<file path="config.mk">
export PLATFORM = sky130hd
export DESIGN_NAME = aes_round_scheduler
export DESIGN_NICKNAME = d
export VERILOG_FILES = /design/src/rtl/aes_round_scheduler_pkg.sv /design/src/rtl/aes_round_key_select.sv /design/src/rtl/aes_round_scheduler.sv
export SDC_FILE = /design/constraint.sdc
export NUM_CORES = 1
export LEC_CHECK = 0
export ABC_CLOCK_PERIOD_IN_PS = 3050
export CAP_MARGIN = 0
export CORE_AREA = 3 3 607 609
export CTS_BUF_LIST = sky130_fd_sc_hd__clkbuf_2 sky130_fd_sc_hd__clkbuf_4 sky130_fd_sc_hd__clkbuf_8
export DETAILED_ROUTE_END_ITERATION = 12
export DIE_AREA = 0 0 610 612
export HOLD_SLACK_MARGIN = 0.03
export PLACE_DENSITY = 0.3
export SYNTH_ARGS = -nofsm -noshare
export SYNTH_HDL_FRONTEND = slang
export SYNTH_SLANG_ARGS = --single-unit
</file>
<file path="constraint.sdc">
create_clock -name clk -period 3.05 [get_ports clk]
set_clock_uncertainty 0.05 [all_clocks]
set_input_delay 0.61 -clock clk [delete_from_list [all_inputs] [get_ports clk]]
set_output_delay 0.61 -clock clk [all_outputs]
set_load 0.02 [all_outputs]
</file>
<file path="src/rtl/aes_round_scheduler_pkg.sv">
// ---------------------------------------------------------------------------
// aes_round_scheduler_pkg
//
// Shared definitions for the AES-128 round scheduler slice:
//   - scheduler FSM state encoding
//   - AES-128 round count (last round index; the pre-round is index 0)
//   - width of one round-key slice on the concatenated key bus
//   - small helpers for sizing the key bus and checking round-index width
// ---------------------------------------------------------------------------
package aes_round_scheduler_pkg;

  // AES-128 runs an initial AddRoundKey (index 0) followed by rounds 1..10.
  localparam int AES128_NUM_ROUNDS = 10;

  // One round key is a full 128-bit state-sized word.
  localparam int KEY_W = 128;

  // Scheduler states. The encoding is fixed so that it can be observed
  // on a debug bus and compared across builds.
  typedef enum logic [1:0] {
    ST_IDLE     = 2'd0,
    ST_ISSUE    = 2'd1,
    ST_WAIT_ACK = 2'd2,
    ST_DONE     = 2'd3
  } state_t;

  // Total width of the concatenated key bus for a given last-round index.
  function automatic int key_bus_width(input int num_rounds);
    return KEY_W * (num_rounds + 1);
  endfunction

  // True when a round index of ridx_w bits can represent 0..num_rounds.
  function automatic bit ridx_fits(input int ridx_w, input int num_rounds);
    return (64'd1 << ridx_w) > num_rounds;
  endfunction

endpackage : aes_round_scheduler_pkg

</file>
<file path="src/rtl/aes_round_key_select.sv">
// ---------------------------------------------------------------------------
// aes_round_key_select
//
// Purely combinational selector that picks round key `round_idx` out of the
// concatenated key bus produced by the key generator. Key k lives in bits
// [KEY_W*k + KEY_W-1 : KEY_W*k]. An index beyond NUM_ROUNDS yields zero so
// that a stray index can never alias onto a real key.
//
// Ports:
//   key_bus    in  KEY_W*(NUM_ROUNDS+1)  all round keys, concatenated
//   round_idx  in  RIDX_W                index of the key to select
//   round_key  out KEY_W                 selected key (unregistered)
// ---------------------------------------------------------------------------
module aes_round_key_select
  import aes_round_scheduler_pkg::*;
#(
  parameter int NUM_ROUNDS = AES128_NUM_ROUNDS,
  parameter int RIDX_W     = 4
) (
  input  logic [KEY_W*(NUM_ROUNDS+1)-1:0] key_bus,
  input  logic [RIDX_W-1:0]               round_idx,
  output logic [KEY_W-1:0]                round_key
);

  // Unpack the flat bus into one word per round so the selector below reads
  // as a plain table lookup.
  logic [KEY_W-1:0] key_arr [NUM_ROUNDS+1];

  genvar gi;
  generate
    for (gi = 0; gi <= NUM_ROUNDS; gi++) begin : g_unpack
      assign key_arr[gi] = key_bus[KEY_W*gi +: KEY_W];
    end
  endgenerate

  // Compare-and-select rather than a direct array index: the index width can
  // address more entries than exist, and unused codes must read as zero.
  always_comb begin
    round_key = '0;
    for (int i = 0; i <= NUM_ROUNDS; i++) begin
      if (round_idx == RIDX_W'(i)) begin
        round_key = key_arr[i];
      end
    end
  end

endmodule : aes_round_key_select

</file>
<file path="src/rtl/aes_round_scheduler.sv">
// ---------------------------------------------------------------------------
// aes_round_scheduler
//
// Walks one AES-128 block through the shared round transformer. A block is
// taken from the input interface once the key generator reports all keys
// ready; the scheduler then issues the pre-round (index 0) and rounds
// 1..NUM_ROUNDS one at a time, each with its round key and a final-round
// flag, waiting for the transformer's acknowledge between rounds. When the
// last round is acknowledged the result-valid flag is raised and held until
// the output side takes it.
//
// Ports:
//   clk          in   system clock, all state on rising edge
//   rst_         in   asynchronous active-low reset
//   key_bus      in   round keys concatenated, key k at [128k+127:128k]
//   keys_ready   in   key generator finished, key_bus stable
//   blk_valid    in   input interface offers a block
//   blk_ready    out  block accepted this cycle (combinational)
//   round_go     out  one-cycle pulse: transformer starts round round_idx
//   round_idx    out  current round index, 0..NUM_ROUNDS
//   round_key    out  key for round_idx, valid together with round_go
//   final_round  out  round_idx == NUM_ROUNDS (no MixColumns)
//   round_ack    in   one-cycle pulse: transformer finished current round
//   out_valid    out  ciphertext in the transformer is final
//   out_ready    in   output side consumes the result
//   abort        in   synchronous cancel of the current block
//   busy         out  scheduler is not idle
//   seq_err      out  sticky protocol-error flag (cleared only by reset)
//   blk_count    out  completed blocks, wraps modulo 2^CNT_W
//
// RIDX_W must satisfy 2^RIDX_W > NUM_ROUNDS (see ridx_fits in the package).
// ---------------------------------------------------------------------------
module aes_round_scheduler
  import aes_round_scheduler_pkg::*;
#(
  parameter int NUM_ROUNDS = AES128_NUM_ROUNDS,
  parameter int RIDX_W     = 4,
  parameter int CNT_W      = 16
) (
  input  logic                            clk,
  input  logic                            rst_,
  input  logic [KEY_W*(NUM_ROUNDS+1)-1:0] key_bus,
  input  logic                            keys_ready,
  input  logic                            blk_valid,
  output logic                            blk_ready,
  output logic                            round_go,
  output logic [RIDX_W-1:0]               round_idx,
  output logic [KEY_W-1:0]                round_key,
  output logic                            final_round,
  input  logic                            round_ack,
  output logic                            out_valid,
  input  logic                            out_ready,
  input  logic                            abort,
  output logic                            busy,
  output logic                            seq_err,
  output logic [CNT_W-1:0]                blk_count
);

  localparam logic [RIDX_W-1:0] LAST_IDX = RIDX_W'(NUM_ROUNDS);

  // -------------------------------------------------------------------------
  // State and registered outputs
  // -------------------------------------------------------------------------
  state_t              state_reg,       state_next;
  logic [RIDX_W-1:0]   round_idx_reg,   round_idx_next;
  logic                out_valid_reg,   out_valid_next;
  logic                seq_err_reg,     seq_err_next;
  logic [CNT_W-1:0]    blk_count_reg,   blk_count_next;
  logic                round_go_reg;
  logic [KEY_W-1:0]    round_key_reg;
  logic                final_round_reg;

  // Key for the round that is about to be issued. It is indexed by the
  // *next* round index so that the registered key lands in the same cycle
  // as the round_go pulse.
  logic [KEY_W-1:0]    key_sel;
  logic                enter_issue;

  aes_round_key_select #(
    .NUM_ROUNDS (NUM_ROUNDS),
    .RIDX_W     (RIDX_W)
  ) u_key_select (
    .key_bus   (key_bus),
    .round_idx (round_idx_next),
    .round_key (key_sel)
  );

  // -------------------------------------------------------------------------
  // Combinational outputs
  // -------------------------------------------------------------------------
  assign blk_ready = (state_reg == ST_IDLE) & keys_ready & ~abort;
  assign busy      = (state_reg != ST_IDLE);

  assign round_go    = round_go_reg;
  assign round_idx   = round_idx_reg;
  assign round_key   = round_key_reg;
  assign final_round = final_round_reg;
  assign out_valid   = out_valid_reg;
  assign seq_err     = seq_err_reg;
  assign blk_count   = blk_count_reg;

  // -------------------------------------------------------------------------
  // Next-state logic
  // -------------------------------------------------------------------------
  always_comb begin
    state_next     = state_reg;
    round_idx_next = round_idx_reg;
    out_valid_next = out_valid_reg;
    seq_err_next   = seq_err_reg;
    blk_count_next = blk_count_reg;

    if (abort) begin
      // Cancel wins over everything, including an acknowledge arriving in
      // the same cycle; an ack here is not treated as a protocol error.
      state_next     = ST_IDLE;
      round_idx_next = '0;
      out_valid_next = 1'b0;
    end else begin
      // The transformer may only acknowledge a round we are waiting on.
      if (round_ack && (state_reg != ST_WAIT_ACK)) begin
        seq_err_next = 1'b1;
      end

      unique case (state_reg)
        ST_IDLE: begin
          if (blk_valid && blk_ready) begin
            state_next     = ST_ISSUE;
            round_idx_next = '0;
          end
        end

        ST_ISSUE: begin
          if (!keys_ready) begin
            // Keys vanished under an in-flight block: drop it.
            seq_err_next   = 1'b1;
            state_next     = ST_IDLE;
            round_idx_next = '0;
            out_valid_next = 1'b0;
          end else begin
            state_next = ST_WAIT_ACK;
          end
        end

        ST_WAIT_ACK: begin
          if (!keys_ready) begin
            seq_err_next   = 1'b1;
            state_next     = ST_IDLE;
            round_idx_next = '0;
            out_valid_next = 1'b0;
          end else if (round_ack) begin
            if (round_idx_reg == LAST_IDX) begin
              state_next     = ST_DONE;
              out_valid_next = 1'b1;
              blk_count_next = blk_count_reg + CNT_W'(1);
            end else begin
              state_next     = ST_ISSUE;
              round_idx_next = round_idx_reg + RIDX_W'(1);
            end
          end
        end

        ST_DONE: begin
          // The result already sits in the transformer, so losing keys here
          // does not matter; only the output handshake moves us on.
          if (out_ready) begin
            state_next     = ST_IDLE;
            out_valid_next = 1'b0;
            round_idx_next = '0;
          end
        end

        default: begin
          state_next     = ST_IDLE;
          round_idx_next = '0;
          out_valid_next = 1'b0;
        end
      endcase
    end
  end

  assign enter_issue = (state_next == ST_ISSUE);

  // -------------------------------------------------------------------------
  // State register
  // -------------------------------------------------------------------------
  always_ff @(posedge clk or negedge rst_) begin
    if (!rst_) begin
      state_reg       <= ST_IDLE;
      round_idx_reg   <= '0;
      out_valid_reg   <= 1'b0;
      seq_err_reg     <= 1'b0;
      blk_count_reg   <= '0;
      round_go_reg    <= 1'b0;
      round_key_reg   <= '0;
      final_round_reg <= 1'b0;
    end else begin
      state_reg     <= state_next;
      round_idx_reg <= round_idx_next;
      out_valid_reg <= out_valid_next;
      seq_err_reg   <= seq_err_next;
      blk_count_reg <= blk_count_next;

      // round_go is high exactly for the single cycle spent in ISSUE.
      round_go_reg  <= enter_issue;

      // Load the key on the way into ISSUE; hold it while waiting so the
      // transformer can sample it at any point of the round.
      if (enter_issue) begin
        round_key_reg <= key_sel;
      end

      final_round_reg <= (round_idx_next == LAST_IDX);
    end
  end

endmodule : aes_round_scheduler

</file>
==> reports/metrics.json <==
{
  "clkPwrFrac": 0.090,
  "cap_violations": 0,
  "grt_usage": 0.1917,
  "violations": "negative setup slack",
  "critical_path.endpoint_type": "flop",
  "tightest_slew_ns": 0.8502,
  "insertion_delay_ns": 0.73,
  "min_path_type": "input port to async pin",
  "critPathMaxStageDelay_ns": 0.69,
  "final-max-slew-violation-count": 0,
  "finalWeightedCongestion": 0.9051,
  "synthDominantCellAreaShare": 0.2087,
  "post-synth-top-area-cell": "sky130_fd_sc_hd__dfrtp_1",
  "post-route-worst-setup-slack_ns": -0.4153,
  "postSynth.asyncResetShare": 1.000,
  "clock_sink_count": 154,
  "power.internal_w": 0.01327,
  "die_x_um": 610,
  "maxClockFrequency_mhz": 288.6,
  "unique_cell_type_count_in_the_yosys_netlist": 72,
  "seq_power_share": 0.142,
  "layout-area-overhead-vs-synth_pct": 188.1,
  "ys.warnings.count": 0,
  "path_clk_slew_ns": 0.14,
  "power.switching_w": 0.01433,
  "grt_max_degree": 44,
  "first_iter_violations": 2726,
  "critical_path_arrival_ns": 4.02,
  "max_reg_flops": 128,
  "synthesis.nets": 3811,
  "root_buffer": "sky130_fd_sc_hd__clkbuf_8",
  "synthesized_area_per_cell_um2": 7.734,
  "grt_pass1_vias": 33790,
  "worst_ep_required_time_ns": 3.60,
  "synth_sequential_area_ratio": 0.2087,
  "setup-violations-final": 128,
  "starting_utilization_of_the_core_area": 0.05090,
  "floorplan.io_pins": 1569,
  "detail_route.wl_per_cell_um": 40.74,
  "synth-seq-cells": 154,
  "route.vias.total": 33980,
  "rsz0062_at_grt": "true",
  "maximum_fanout_count_along_the_critical_path": 20,
  "clock_tree_from_tritoncts": "yes",
  "dieHeight_um": 612,
  "crit_chain": "clkdlybuf4s50_1, buf_4, and2_4, o211ai_1, a311o_2, buf_4, nand4_4, inv_6, buf_12, buf_12, a221oi_2, a2bb2oi_1, o21ai_1",
  "postRouteAntennaNets": 0,
  "routed_via_density": 3.636,
  "placed_cell_area_um2": 44990,
  "fill_cells": 41160,
  "power_density_nw_per_um2": 518.8,
  "rows": 221,
  "timing_worst_setup_path_type": "input port to flop",
  "netSwitchingFraction": 0.5192,
  "stdcell_area_um2": 53210,
  "leakagePower_nw": 17.85,
  "antenna_violations_before_repair": 265,
  "vdd_ir_drop_max_uv": 250.6,
  "cts_max_path_buffers": 3,
  "comb_power_share": 0.768,
  "synthesis.instances": 2388,
  "run_status": "complete, but fails checks",
  "drive_above_1_share": 0.3137,
  "timing.critical_path.from_type": "input port",
  "min_period_ns": 3.465,
  "final_hold_viol_count": 0,
  "die_area_um2": 373300,
  "cts_inserted_buffers": 21,
  "cts-htree-levels": 4,
  "final_nets": 5912,
  "post_synth_instance_area_um2": 18470,
  "final_min_period_over_clock_period": 1.136,
  "number_of_enable_type_register_cells_in_the_synthesized_netlist": 0,
  "gr-total-overflow": 0,
  "dp.final_hpwl_mm": 321.1,
  "buffer_ports.inserted": 1568,
  "drt_drc_violations_left": 0,
  "cp_max_stage_cell": "sky130_fd_sc_hd__clkdlybuf4s50_1",
  "fp.coreArea_um2": 362800,
  "synth.area.top_cells": "sky130_fd_sc_hd__dfrtp_1, sky130_fd_sc_hd__mux2i_1, sky130_fd_sc_hd__o22ai_1",
  "worst_slew_margin_rel": 0.4332,
  "drt_wl_total_mm": 380.8,
  "finalSetupTns_ns": -26.74,
  "synth-main-ff-cell": "sky130_fd_sc_hd__dfrtp_1",
  "grt_first_pass_wirelength_mm": 452.0,
  "fin_util": 0.1467,
  "drt-pass1-iter-count": 6
}
-- power groups by stage --
stage | clock, W | combinational [W] | sequential [W]
6_report | 0.00248 | 0.0212 | 0.00392
5_1_grt | 0.00267 | 0.0223 | 0.00399
4_1_cts | 0.00271 | 0.0200 | 0.00393
3_5_place_dp | 0 | 0.0180 | 0.00396
3_3_place_gp | 0 | 0.0181 | 0.00396
2_1_floorplan | 0 | 0.00510 | 0.00429
-- cell type report --
cell class                 instances  area (um2)  area share
inverter                          14       131.4    0.002469
clock buffer                      23       310.3    0.005832
sequential                       154        3856     0.07247
tap                             4794        5998      0.1127
clock inverter                     9       128.9    0.002422
multi-input combinational       1928       17020      0.3198
antenna                           54       135.1    0.002540
timing repair buffer            2370       25630      0.4817
-- final timing paths --
path | start | endpoint | slack [ns] | cells past startpoint
worst max-delay path | keys_ready | round_key[24] | -0.42 | 13
worst min-delay path | rst_ | round_key[74] | 0.38 | 2
worst min register to register | seq_err | seq_err | 0.42 | 1
max in group asynchronous | rst_ | round_key[65] | 1.62 | 4
min in group clk | seq_err | seq_err | 0.42 | 1
worst max register to register | state_reg[1] | round_key[24] | -0.39 | 15
-- through the flow --
step	power [W]	hold slack (ns)	setup slack [ns]	instances
6_report	0.02760	0.3761	-0.4153	9346
5_1_grt	0.02893	0.3384	-0.4405	9316
4_1_cts	0.02669	0.2734	-0.3650	9212
3_5_place_dp	0.02195	0.4063	-1.774	9049
3_3_place_gp	0.02205	0.3999	-1.981	9049
2_1_floorplan	0.009391	0.2644	0.1113	2388
-- cells in the mapped netlist (all sizes together), types with 21 or more instances --
| master | count |
|---|---|
| o21ai | 243 |
| mux2i | 201 |
| o22ai | 191 |
| a21oi | 181 |
| clkbuf | 154 |
| dfrtp | 154 |
| buf | 138 |
| nor2 | 110 |
| nand2 | 105 |
| a211oi | 103 |
| nor3 | 85 |
| a211o | 78 |
| o221ai | 72 |
| nand3 | 64 |
| a221oi | 63 |
| a2bb2oi | 53 |
| a22oi | 45 |
| a221o | 33 |
| a31oi | 26 |
| o2111ai | 24 |
| o2bb2ai | 24 |
| o221a | 23 |
| and3 | 21 |
-- cell families (layout without fill, tap and decap cells) --
logic type	Yosys count	after routing	share of synthesized area
AO/OA/AOI/OAI	1248	1248	0.4727
buffers and inverters	306	2416	0.07256
XOR/XNOR	15	15	0.007114
AND/OR/NAND/NOR	441	441	0.1154
adder cells (fa/ha/maj)	8	8	0.005420
flip-flops	154	154	0.2087
other	0	54	0
multiplexers	216	216	0.1181
-- routing by layer --
metal  GRT usage  part of all wire  up-vias
met5           0            0.0024        -
met4     0.03547             0.023      136
met3     0.05772             0.087      566
met2      0.3331              0.49     2004
met1      0.2329              0.40    17220
li1            -                 -    14060
-- what timing repair did --
item / 4_1_cts / 5_1_grt
pin swaps: 136 / 185
gates resized for setup: 489 / 482
buffers inserted: 115 / 77
hold buffers: 1 / 0
hold endpoints to repair: 37 / 0
gates cloned: 30 / 21
setup endpoints to repair: 132 / 130
-- cell usage in the layout (no fill, tap or decap), types with 20 or more instances in the layout --
cell,Yosys,layout
sky130_fd_sc_hd__a211o_1,78,78
sky130_fd_sc_hd__a211oi_2,0,73
sky130_fd_sc_hd__a21oi_1,181,151
sky130_fd_sc_hd__a21oi_2,0,24
sky130_fd_sc_hd__a221o_1,33,29
sky130_fd_sc_hd__a221oi_2,0,29
sky130_fd_sc_hd__a22oi_1,45,26
sky130_fd_sc_hd__a2bb2oi_1,53,44
sky130_fd_sc_hd__a31oi_1,26,21
sky130_fd_sc_hd__buf_12,0,151
sky130_fd_sc_hd__buf_16,0,57
sky130_fd_sc_hd__buf_4,13,483
sky130_fd_sc_hd__buf_6,1,79
sky130_fd_sc_hd__buf_8,0,28
sky130_fd_sc_hd__clkbuf_8,0,22
sky130_fd_sc_hd__clkdlybuf4s50_1,0,1547
sky130_fd_sc_hd__dfrtp_1,154,152
sky130_fd_sc_hd__diode_2,0,54
sky130_fd_sc_hd__mux2i_1,201,137
sky130_fd_sc_hd__mux2i_2,0,28
sky130_fd_sc_hd__mux2i_4,0,36
sky130_fd_sc_hd__nand2_1,104,80
sky130_fd_sc_hd__nand3_1,64,58
sky130_fd_sc_hd__nor2_1,110,97
sky130_fd_sc_hd__nor3_1,82,68
sky130_fd_sc_hd__o2111ai_1,24,22
sky130_fd_sc_hd__o21ai_0,200,133
sky130_fd_sc_hd__o21ai_1,43,100
sky130_fd_sc_hd__o221ai_1,72,23
sky130_fd_sc_hd__o221ai_2,0,38
sky130_fd_sc_hd__o22ai_1,191,112
sky130_fd_sc_hd__o22ai_2,0,59
sky130_fd_sc_hd__o22ai_4,0,20
-- critical path, delay by kind of cell --
kind / cells / cell delay (ns)
AO/OA/AOI/OAI: 5 / 1.44
buffers and inverters: 6 / 1.60
AND/OR/NAND/NOR: 2 / 0.29
(Power assumes the default switching activity.)
